===== config.mk =====
export PLATFORM = sky130hd
export DESIGN_NAME = mem_hazard_ctrl_flat
export DESIGN_NICKNAME = d
export VERILOG_FILES = /design/src/rtl/mips_pkg.sv /design/src/rtl/mem_hazard_ctrl_if.sv /design/src/rtl/mem_hazard_ctrl_loaduse_detect.sv /design/src/rtl/mem_hazard_ctrl.sv /design/src/flat_wrapper.sv
export SDC_FILE = /design/constraint.sdc
export NUM_CORES = 1
export LEC_CHECK = 0
export BUFFER_PORTS_ARGS = -buffer_cell sky130_fd_sc_hd__buf_2
export CORE_ASPECT_RATIO = 0.8
export CORE_MARGIN = 1.5
export CORE_UTILIZATION = 30
export DETAILED_ROUTE_END_ITERATION = 10
export SYNTH_ARGS = -nofsm -noshare
export SYNTH_HDL_FRONTEND = slang
export SYNTH_SLANG_ARGS = --single-unit
export TNS_END_PERCENT = 1

===== constraint.sdc =====
create_clock -name clock -period 5.3 [get_ports clock]
set_input_delay 0.795 -clock clock [delete_from_list [all_inputs] [get_ports clock]]
set_output_delay 0.795 -clock clock [all_outputs]
set_load 0.03 [all_outputs]

===== src/rtl/mips_pkg.sv =====
// Shared opcodes, FSM states and decode helpers for the 5-stage core.
// Imported by the interlock controller and its sub-modules.
package mips_pkg;

  localparam logic [5:0] OP_RTYPE = 6'h00;
  localparam logic [5:0] OP_BEQ   = 6'h04;
  localparam logic [5:0] OP_BNE   = 6'h05;
  localparam logic [5:0] OP_LW    = 6'h23;
  localparam logic [5:0] OP_SW    = 6'h2b;

  typedef enum logic [1:0] {
    RUN  = 2'd0,
    WAIT = 2'd1,
    ERR  = 2'd2
  } state_t;

  function automatic logic uses_rt(
    input logic [5:0] op
  );
    return (op == OP_RTYPE) || (op == OP_SW) ||
           (op == OP_BEQ)   || (op == OP_BNE);
  endfunction

  function automatic logic is_mem(
    input logic [5:0] op
  );
    return (op == OP_LW) || (op == OP_SW);
  endfunction

endpackage


===== src/rtl/mem_hazard_ctrl_if.sv =====
// Pipeline-side bundle of the interlock controller: ID/EX/MEM/WB
// observations in, stall/bubble/hold, after-WB tracking and stats out.
interface mem_hazard_ctrl_if #(
  parameter int CNT_W = 16
) ();

  logic [5:0]       id_op;
  logic [4:0]       id_rs;
  logic [4:0]       id_rt;
  logic [5:0]       ex_op;
  logic [4:0]       ex_rd;
  logic [5:0]       mem_op;
  logic             mem_ready;
  logic [4:0]       memwb_rd;
  logic             memwb_regwrite;
  logic             stall_if;
  logic             bubble_ex;
  logic             hold_mem;
  logic [4:0]       after_rd;
  logic             after_valid;
  logic             mem_error;
  logic [CNT_W-1:0] stall_cycles;

  modport master (
    output id_op, id_rs, id_rt,
    output ex_op, ex_rd,
    output mem_op, mem_ready,
    output memwb_rd, memwb_regwrite,
    input  stall_if, bubble_ex, hold_mem,
    input  after_rd, after_valid,
    input  mem_error, stall_cycles
  );

  modport slave (
    input  id_op, id_rs, id_rt,
    input  ex_op, ex_rd,
    input  mem_op, mem_ready,
    input  memwb_rd, memwb_regwrite,
    output stall_if, bubble_ex, hold_mem,
    output after_rd, after_valid,
    output mem_error, stall_cycles
  );

endinterface


===== src/rtl/mem_hazard_ctrl_loaduse_detect.sv =====
// Combinational load-use detector: LW in EX whose destination feeds
// the instruction in ID (rs always, rt only for ops that read it).
module loaduse_detect
  import mips_pkg::*;
(
  input  logic [5:0] id_op,
  input  logic [4:0] id_rs,
  input  logic [4:0] id_rt,
  input  logic [5:0] ex_op,
  input  logic [4:0] ex_rd,
  output logic       loaduse
);

  logic rs_hit;
  logic rt_hit;

  assign rs_hit = (ex_rd == id_rs);
  assign rt_hit = (ex_rd == id_rt) && uses_rt(id_op);

  assign loaduse = (ex_op == OP_LW) && (ex_rd != 5'd0) &&
                   (rs_hit || rt_hit);

endmodule


===== src/rtl/mem_hazard_ctrl.sv =====
// Interlock controller: stall/bubble/hold generation, memory wait FSM
// with timeout trap, after-WB destination register and stall counter.
module mem_hazard_ctrl
  import mips_pkg::*;
#(
  parameter int MEM_TIMEOUT = 15,
  parameter int CNT_W       = 16
) (
  input  logic              clock,
  input  logic              reset,
  mem_hazard_ctrl_if.slave  bus
);

  localparam int WC_W = $clog2(MEM_TIMEOUT + 1);
  localparam logic [WC_W-1:0] WC_MAX = WC_W'(MEM_TIMEOUT);
  localparam logic [WC_W-1:0] WC_ONE = WC_W'(1);

  state_t            state;
  state_t            state_n;
  logic [WC_W-1:0]   wait_cnt;
  logic [WC_W-1:0]   wait_cnt_n;
  logic [CNT_W-1:0]  stall_cnt;
  logic [4:0]        after_rd_q;
  logic              after_valid_q;

  logic mem_busy;
  logic loaduse;
  logic hold;
  logic stall;

  loaduse_detect u_lu (
    .id_op   (bus.id_op),
    .id_rs   (bus.id_rs),
    .id_rt   (bus.id_rt),
    .ex_op   (bus.ex_op),
    .ex_rd   (bus.ex_rd),
    .loaduse (loaduse)
  );

  assign mem_busy = is_mem(bus.mem_op) && !bus.mem_ready;

  // The FSM only times the wait; the freeze itself comes straight
  // from mem_busy so it costs no extra cycle.
  assign hold  = mem_busy || (state == ERR);
  assign stall = hold || loaduse;

  assign bus.hold_mem     = hold;
  assign bus.stall_if     = stall;
  assign bus.bubble_ex    = loaduse && !hold;
  assign bus.mem_error    = (state == ERR);
  assign bus.after_rd     = after_rd_q;
  assign bus.after_valid  = after_valid_q;
  assign bus.stall_cycles = stall_cnt;

  always_comb begin
    state_n    = state;
    wait_cnt_n = wait_cnt;
    unique case (state)
      RUN: begin
        if (mem_busy) begin
          state_n    = WAIT;
          wait_cnt_n = WC_ONE;
        end
      end
      WAIT: begin
        if (bus.mem_ready) begin
          state_n    = RUN;
          wait_cnt_n = '0;
        end else if (wait_cnt == WC_MAX) begin
          state_n = ERR;
        end else begin
          wait_cnt_n = wait_cnt + WC_ONE;
        end
      end
      ERR: begin
        state_n = ERR;
      end
      default: begin
        state_n    = RUN;
        wait_cnt_n = '0;
      end
    endcase
  end

  always_ff @(posedge clock) begin
    if (reset) begin
      state    <= RUN;
      wait_cnt <= '0;
    end else begin
      state    <= state_n;
      wait_cnt <= wait_cnt_n;
    end
  end

  // Frozen while held so a stalled SW keeps its forwarding source.
  always_ff @(posedge clock) begin
    if (reset) begin
      after_rd_q    <= 5'd0;
      after_valid_q <= 1'b0;
    end else if (!hold) begin
      after_rd_q    <= bus.memwb_rd;
      after_valid_q <= bus.memwb_regwrite &&
                       (bus.memwb_rd != 5'd0);
    end
  end

  always_ff @(posedge clock) begin
    if (reset) begin
      stall_cnt <= '0;
    end else if (stall && (stall_cnt != '1)) begin
      stall_cnt <= stall_cnt + 1'b1;
    end
  end

endmodule


===== src/flat_wrapper.sv =====
// flat-port wrapper written by rule: the top's interface ports become plain ports
module mem_hazard_ctrl_flat import mips_pkg::*;
#(
  parameter int MEM_TIMEOUT = 15,
  parameter int CNT_W       = 16
)
  (clock, reset, bus_id_op, bus_id_rs, bus_id_rt, bus_ex_op, bus_ex_rd, bus_mem_op, bus_mem_ready, bus_memwb_rd, bus_memwb_regwrite, bus_stall_if, bus_bubble_ex, bus_hold_mem, bus_after_rd, bus_after_valid, bus_mem_error, bus_stall_cycles);
  mem_hazard_ctrl_if #(.CNT_W(CNT_W)) bus_i ();
  input  logic clock;
  input  logic reset;
  input wire logic [$bits(bus_i.id_op)-1:0] bus_id_op;
  input wire logic [$bits(bus_i.id_rs)-1:0] bus_id_rs;
  input wire logic [$bits(bus_i.id_rt)-1:0] bus_id_rt;
  input wire logic [$bits(bus_i.ex_op)-1:0] bus_ex_op;
  input wire logic [$bits(bus_i.ex_rd)-1:0] bus_ex_rd;
  input wire logic [$bits(bus_i.mem_op)-1:0] bus_mem_op;
  input wire logic [$bits(bus_i.mem_ready)-1:0] bus_mem_ready;
  input wire logic [$bits(bus_i.memwb_rd)-1:0] bus_memwb_rd;
  input wire logic [$bits(bus_i.memwb_regwrite)-1:0] bus_memwb_regwrite;
  output wire logic [$bits(bus_i.stall_if)-1:0] bus_stall_if;
  output wire logic [$bits(bus_i.bubble_ex)-1:0] bus_bubble_ex;
  output wire logic [$bits(bus_i.hold_mem)-1:0] bus_hold_mem;
  output wire logic [$bits(bus_i.after_rd)-1:0] bus_after_rd;
  output wire logic [$bits(bus_i.after_valid)-1:0] bus_after_valid;
  output wire logic [$bits(bus_i.mem_error)-1:0] bus_mem_error;
  output wire logic [$bits(bus_i.stall_cycles)-1:0] bus_stall_cycles;
  assign bus_i.id_op = bus_id_op;
  assign bus_i.id_rs = bus_id_rs;
  assign bus_i.id_rt = bus_id_rt;
  assign bus_i.ex_op = bus_ex_op;
  assign bus_i.ex_rd = bus_ex_rd;
  assign bus_i.mem_op = bus_mem_op;
  assign bus_i.mem_ready = bus_mem_ready;
  assign bus_i.memwb_rd = bus_memwb_rd;
  assign bus_i.memwb_regwrite = bus_memwb_regwrite;
  assign bus_stall_if = bus_i.stall_if;
  assign bus_bubble_ex = bus_i.bubble_ex;
  assign bus_hold_mem = bus_i.hold_mem;
  assign bus_after_rd = bus_i.after_rd;
  assign bus_after_valid = bus_i.after_valid;
  assign bus_mem_error = bus_i.mem_error;
  assign bus_stall_cycles = bus_i.stall_cycles;
  mem_hazard_ctrl #(.MEM_TIMEOUT(MEM_TIMEOUT), .CNT_W(CNT_W)) u_core (.clock(clock), .reset(reset), .bus(bus_i));
endmodule

== Yosys cells after proc, flatten, opt, wreduce, memory -nomap -nowiden ==
Cells that the tools add are included.
Storage, ports and cells
  output and inout port bits: 26
  flip-flop bits (word level): 28
  input bits: 42
Cells by class
  bitwise operators: 1
  eq/ne operators: 15
  mux-type cells: 8
  reduce and logical (&&, ||, !) cells: 22
  $add $sub $neg: 2
Operator list (number)
  $eq 6x6->1 const B: 4
  $add 16x1->16 const B: 1
  $ne 16x16->1 const B: 1
  $eq 6x3->1 const B: 2
  $mux 4: 3
  $pmux 4 s3: 1
  $eq 5x5->1: 2
  $reduce_bool 5->1: 2
  $logic_and 1x1->1: 7
  $logic_or 1x1->1: 7
  $logic_not 6->1: 1
  $mux 2: 3
  $pmux 2 s3: 1
  $add 4x1->4 const B: 1
  $eq 4x4->1 const B: 1
  $ne 3x2->1 const B: 1
  $ne 3x3->1 const B: 1
  $reduce_and 3->1: 1
  $eq 2x1->1 const B: 1
  $eq 2x2->1 const B: 1
  $logic_not 1->1: 2
  $logic_not 2->1: 1
  $ne 2x1->1 const B: 1
  $reduce_and 2->1: 1
  $not 1->1: 1

== Depth between registers and ports, before layout ==
  depth in word-level cells: 9
  gate-level depth with buffers: 10
  depth with buffers taken out: 8

== Hierarchy ==
Synthesis repeated with hierarchy kept, for this count alone.
Second synthesis, totals
  cell total of the unflattened synthesis: 177
  area total of the unflattened synthesis: 1575.3 sq um
Modules (own cells, without submodules)
  mem_hazard_ctrl: cells an instance 156, area an instance 1400.1 sq um, seq. area each 560.5 sq um, instances 1
  loaduse_detect: cells an instance 21, area an instance 175.2 sq um, seq. area each 0.0 sq um, instances 1

== Least setup slack after synthesis ==
OpenSTA, ideal clock, no wires.
  kind: input to output
  start point: input port bus_mem_op[2]
  end point: output port bus_stall_if
  stages: 5
  buffers on the path: 1
  setup slack: 2212 ps
  arrival time: 2293 ps
  path through: nor4bb_1 > nand3b_1 > nand2_1 > buf_1 > or2_1
Between the ends
  word-level cells in the longest chain between the ends: 5
  elaborated cells on any way between the ends: 6
  classes of those cells: 2 x eq/ne; 4 x reduce/logical
Ends and longest elaborated chain
  start, declared: RTL line flat_wrapper.sv:16  | input wire logic [$bits(bus_i.mem_op)-1:0] bus_mem_op;
  $eq 6x6->1: RTL line mips_pkg.sv:27  | return (op == OP_LW) || (op == OP_SW);
  $logic_or 1x1->1 (*): RTL line mips_pkg.sv:27
  $logic_and 1x1->1 (*): RTL line mem_hazard_ctrl.sv:40  | assign mem_busy = is_mem(bus.mem_op) && !bus.mem_ready;
  $logic_or 1x1->1 (*): RTL line mem_hazard_ctrl.sv:44  | assign hold = mem_busy || (state == ERR);
  named net bus_hold_mem: RTL line flat_wrapper.sv:22  | output wire logic [$bits(bus_i.hold_mem)-1:0] bus_hold_mem;
  $logic_or 1x1->1 (*): RTL line mem_hazard_ctrl.sv:45  | assign stall = hold || loaduse;
  end, declared: RTL line flat_wrapper.sv:20  | output wire logic [$bits(bus_i.stall_if)-1:0] bus_stall_if;
The timed path passes the listed nets; every way through them passes the cells marked *.

== Final worst setup path ==
  start point: input port bus_id_op[1]
  end point: output port bus_bubble_ex
Between the ends
  word-level cells in the longest chain between the ends: 8
  elaborated cells on any way between the ends: 11
  classes of those cells: 3 x eq/ne; 8 x reduce/logical
Ends and longest elaborated chain
  start, declared: RTL line flat_wrapper.sv:11  | input wire logic [$bits(bus_i.id_op)-1:0] bus_id_op;
  $eq 6x6->1 / $logic_not 6->1 (equally long branches): RTL line mips_pkg.sv:20  | return (op == OP_RTYPE) || (op == OP_SW) ||
  $logic_or 1x1->1 (2 in series): RTL line mips_pkg.sv:20
  $logic_or 1x1->1 (*): RTL line mips_pkg.sv:21  | (op == OP_BEQ) || (op == OP_BNE);
  $logic_and 1x1->1 (*): RTL line mem_hazard_ctrl_loaduse_detect.sv:18  | assign rt_hit = (ex_rd == id_rt) && uses_rt(id_op);
  $logic_or 1x1->1 (*): RTL line mem_hazard_ctrl_loaduse_detect.sv:21  | (rs_hit || rt_hit);
  $logic_and 1x1->1 (*): RTL line mem_hazard_ctrl_loaduse_detect.sv:20  | assign loaduse = (ex_op == OP_LW) && (ex_rd != 5'd0) &&
  $logic_and 1x1->1 (*): RTL line mem_hazard_ctrl.sv:49  | assign bus.bubble_ex = loaduse && !hold;
  end, declared: RTL line flat_wrapper.sv:21  | output wire logic [$bits(bus_i.bubble_ex)-1:0] bus_bubble_ex;
Every way passes the cells marked *; elsewhere a longest branch is shown, timed or not.

==> flow_summary.toml <==
[run_status]
status = "complete, no violations"

[final_layout]
ant_diodes = 0
final_cell_count_no_fill = 311
postLayoutCoreUtil_pct = 39.5
layout.filler_cells = 526
areaGrowthSynthToFinish_pct = 27.6
total_number_of_nets_in_the_final_design = 294
post_route_cells_drive_above_1_share_pct = 30.9
commonest_cells_after_routing_fill_and_taps_aside = "66 x sky130_fd_sc_hd__buf_2, 28 x sky130_fd_sc_hd__dfxtp_1, 22 x sky130_fd_sc_hd__nor2_1, 18 x sky130_fd_sc_hd__a21oi_1, 16 x sky130_fd_sc_hd__nand2_1"
final_common_cell = "sky130_fd_sc_hd__buf_2"

[global_route]
first_global_vias = 1268
final_global_route_overflow_total = 0
grt.total_usage_pct = 12.4
pin_count_of_the_biggest_net_entering_global_routing = 31
antenna_found_initial = 0
grt_pass1_wl_um = 5670

[critical_path]
critPathMaxStageDelay_ns = 0.51
critical-path-slowest-cell = "sky130_fd_sc_hd__or4_1"
arrival_time_at_the_worst_endpoint_ns = 2.42
list_of_cells_traversed_by_the_critical_path = "buf_2 > or4_1 > a2111o_1 > a21oi_4 > nor2b_2 > buf_2"
worstPathMaxFanout = 4
worstSetupStartpointType = "primary input"
critical_path.most_common_cell = "sky130_fd_sc_hd__buf_2"
cp_data_required_time_ns = 4.51
crit_type = "in -> out"
critical_path.endpoint_type = "output pin"

[detailed_routing]
via_count = 1525
drt-total-wl_um = 3480
violation_count_after_the_first_detailed_route_iteration = 89
remaining_drc_errors = 0
post_drt_antenna_nets = 0
firstDrtPassIters = 4
route.detailed.vias_per_inst = 4.90
routed_wire_length_per_instance_um = 11.2

[power]
vdd_ir_drop_max_mv = 0.0976
finalPower_uw = 392
power_density_mw_per_mm2 = 199
p_leak_nw = 0.827

[sta]
relSlewSlack_pct = 59.7
worst_clock_skew_ns = 0.00209
fin_tns_setup_ns = 0
timing.final.setup_violations = 0
fmax_ghz = 0.311
rsz0062_at_grt = "false"
least_margin_pin_slew_ns = 0.603
timing.final.hold_violations = 0
period_share_pct = 60.6
min_tclk_post_route_ns = 3.21
slew_viol_final = 0

[floorplan]
initial_utilization_pct = 31.0
die_y_um = 67.1
num_rows = 23
floorplan.die.width_um = 83.1
placeableCoreArea_mm2 = 0.00498
pin_count = 68
die-area_mm2 = 0.00558

[synthesis]
synthDistinctLibCells = 45
post_synth_inst_count = 186
yosysWarningCount = 0
synth_enable_flop_cells = 0
yosysSeqAreaShare_pct = 36.4
post_synth.cell_area_avg_um2 = 8.29
synth_top_flop_cell = "sky130_fd_sc_hd__dfxtp_1"
postSynth.asyncResetShare_pct = 0
synth.net_count = 230
post_synth_instance_area_mm2 = 0.00154
synth_seq_cells = 28

[clock_tree]
worst_setup_hold_path_clk_slew_ns = 0.09
cts_hold_buf = 0
numCtsBuffers = 3
postCtsSetupBuffers = 0
clk_root_buffer_cell = "sky130_fd_sc_hd__clkbuf_8"
clkLatencyLatePin_ns = 0.27
cts_resized = 0
numClockSinks = 28
cts_tree = "built"
cts-htree-levels = 1
cts.path.max_buffers = 2

[placement]
routabilityCongestion = 0.694
place_hpwl_um = 2600
io_buffers = 66
placed_cells_incl_taps = 307

[job]
cap_viol_max_count = 0

[worst_hold_path]
hold_path_class = "reg -> reg"
==> cell type report <==
type / instances / area, um^2 / share of cell area [%]
inverters: 5 / 18.8 / 0.954
repair buffers: 66 / 330 / 16.8
flip-flops and latches: 28 / 561 / 28.5
well taps: 62 / 77.6 / 3.94
multi-input cells: 146 / 925 / 47.0
clock buffers: 4 / 55.1 / 2.80
==> Yosys cell counts, drive strengths merged (4+ instances only) <==
cell type | instances | area share [%]
dfxtp | 28 | 36
nor2 | 22 | 5.4
a21oi | 19 | 6.9
nand2 | 16 | 3.9
o21ai | 10 | 4.0
nand3 | 8 | 2.9
or4 | 8 | 3.9
mux2i | 6 | 3.9
xnor2 | 6 | 3.4
buf | 5 | 1.9
inv | 5 | 1.2
o31ai | 5 | 2.4
or3 | 5 | 2.0
xor2 | 5 | 2.8
nand4 | 4 | 2.4
nor3 | 4 | 1.3
or2 | 4 | 1.6
==> where the power goes <==
group | internal [mW] | switching, mW
clock | 0.0665 | 0.0653
sequential | 0.213 | 0.00173
combinational | 0.0212 | 0.0243
total | 0.301 | 0.0913
==> sequential cells by signal, summed over array words and instances, names as in the netlist <==
signal and flops:
u_core.bus.after_rd 5, u_core.bus.after_valid 1, u_core.bus.stall_cycles 16, u_core.state 2, u_core.wait_cnt 4
==> path summary, 6_finish.rpt <==
path,from,end,slack (ns),depth (start not counted)
hold / removal,u_core.bus.after_rd[1],u_core.bus.after_rd[1],0.50,2
hold reg to reg,u_core.bus.after_rd[1],u_core.bus.after_rd[1],0.50,2
setup / recovery,bus_id_op[1],bus_bubble_ex,2.09,6
setup reg to reg,u_core.bus.stall_cycles[0],u_core.bus.stall_cycles[5],3.04,8
==> cells by family (layout without fill, tap and decap cells) <==
| family | after synthesis | after routing | synth area share, % |
|---|---|---|---|
| buf+inv | 12 | 75 | 3.65 |
| mux | 7 | 7 | 4.63 |
| xor+xnor | 11 | 11 | 6.25 |
| flops | 28 | 28 | 36.4 |
| simple gates | 86 | 86 | 30.6 |
| fa+ha+maj | 2 | 2 | 1.62 |
| compound gates | 40 | 40 | 16.9 |
==> through the flow <==
step                      setup WS, ns  hold WS, ns  instance area, um^2
after CTS                         2.07        0.501                 1970
after detailed placement          2.08        0.483                 1910
after global placement            2.08        0.475                 1910
after global routing              1.98        0.525                 1970
final                             2.09        0.501                 1970
after floorplan                   2.21        0.469                 1540
==> metal layers <==
layer	track usage, %	part of all wire, %	vias up
li1	-	-	800
met1	16.9	50	672
met2	19.1	42	49
met3	3.97	7.1	4
met4	3.13	1.4	0
met5	0	0	-
==> worst max-delay path: cells and delay by family <==
| family | cells | cell delay, ns |
|---|---|---|
| AND/OR/NAND/NOR | 2 | 0.67 |
| AO/OA/AOI/OAI | 2 | 0.65 |
| buffers and inverters | 2 | 0.30 |
Power figures use the tool's default switching activity.
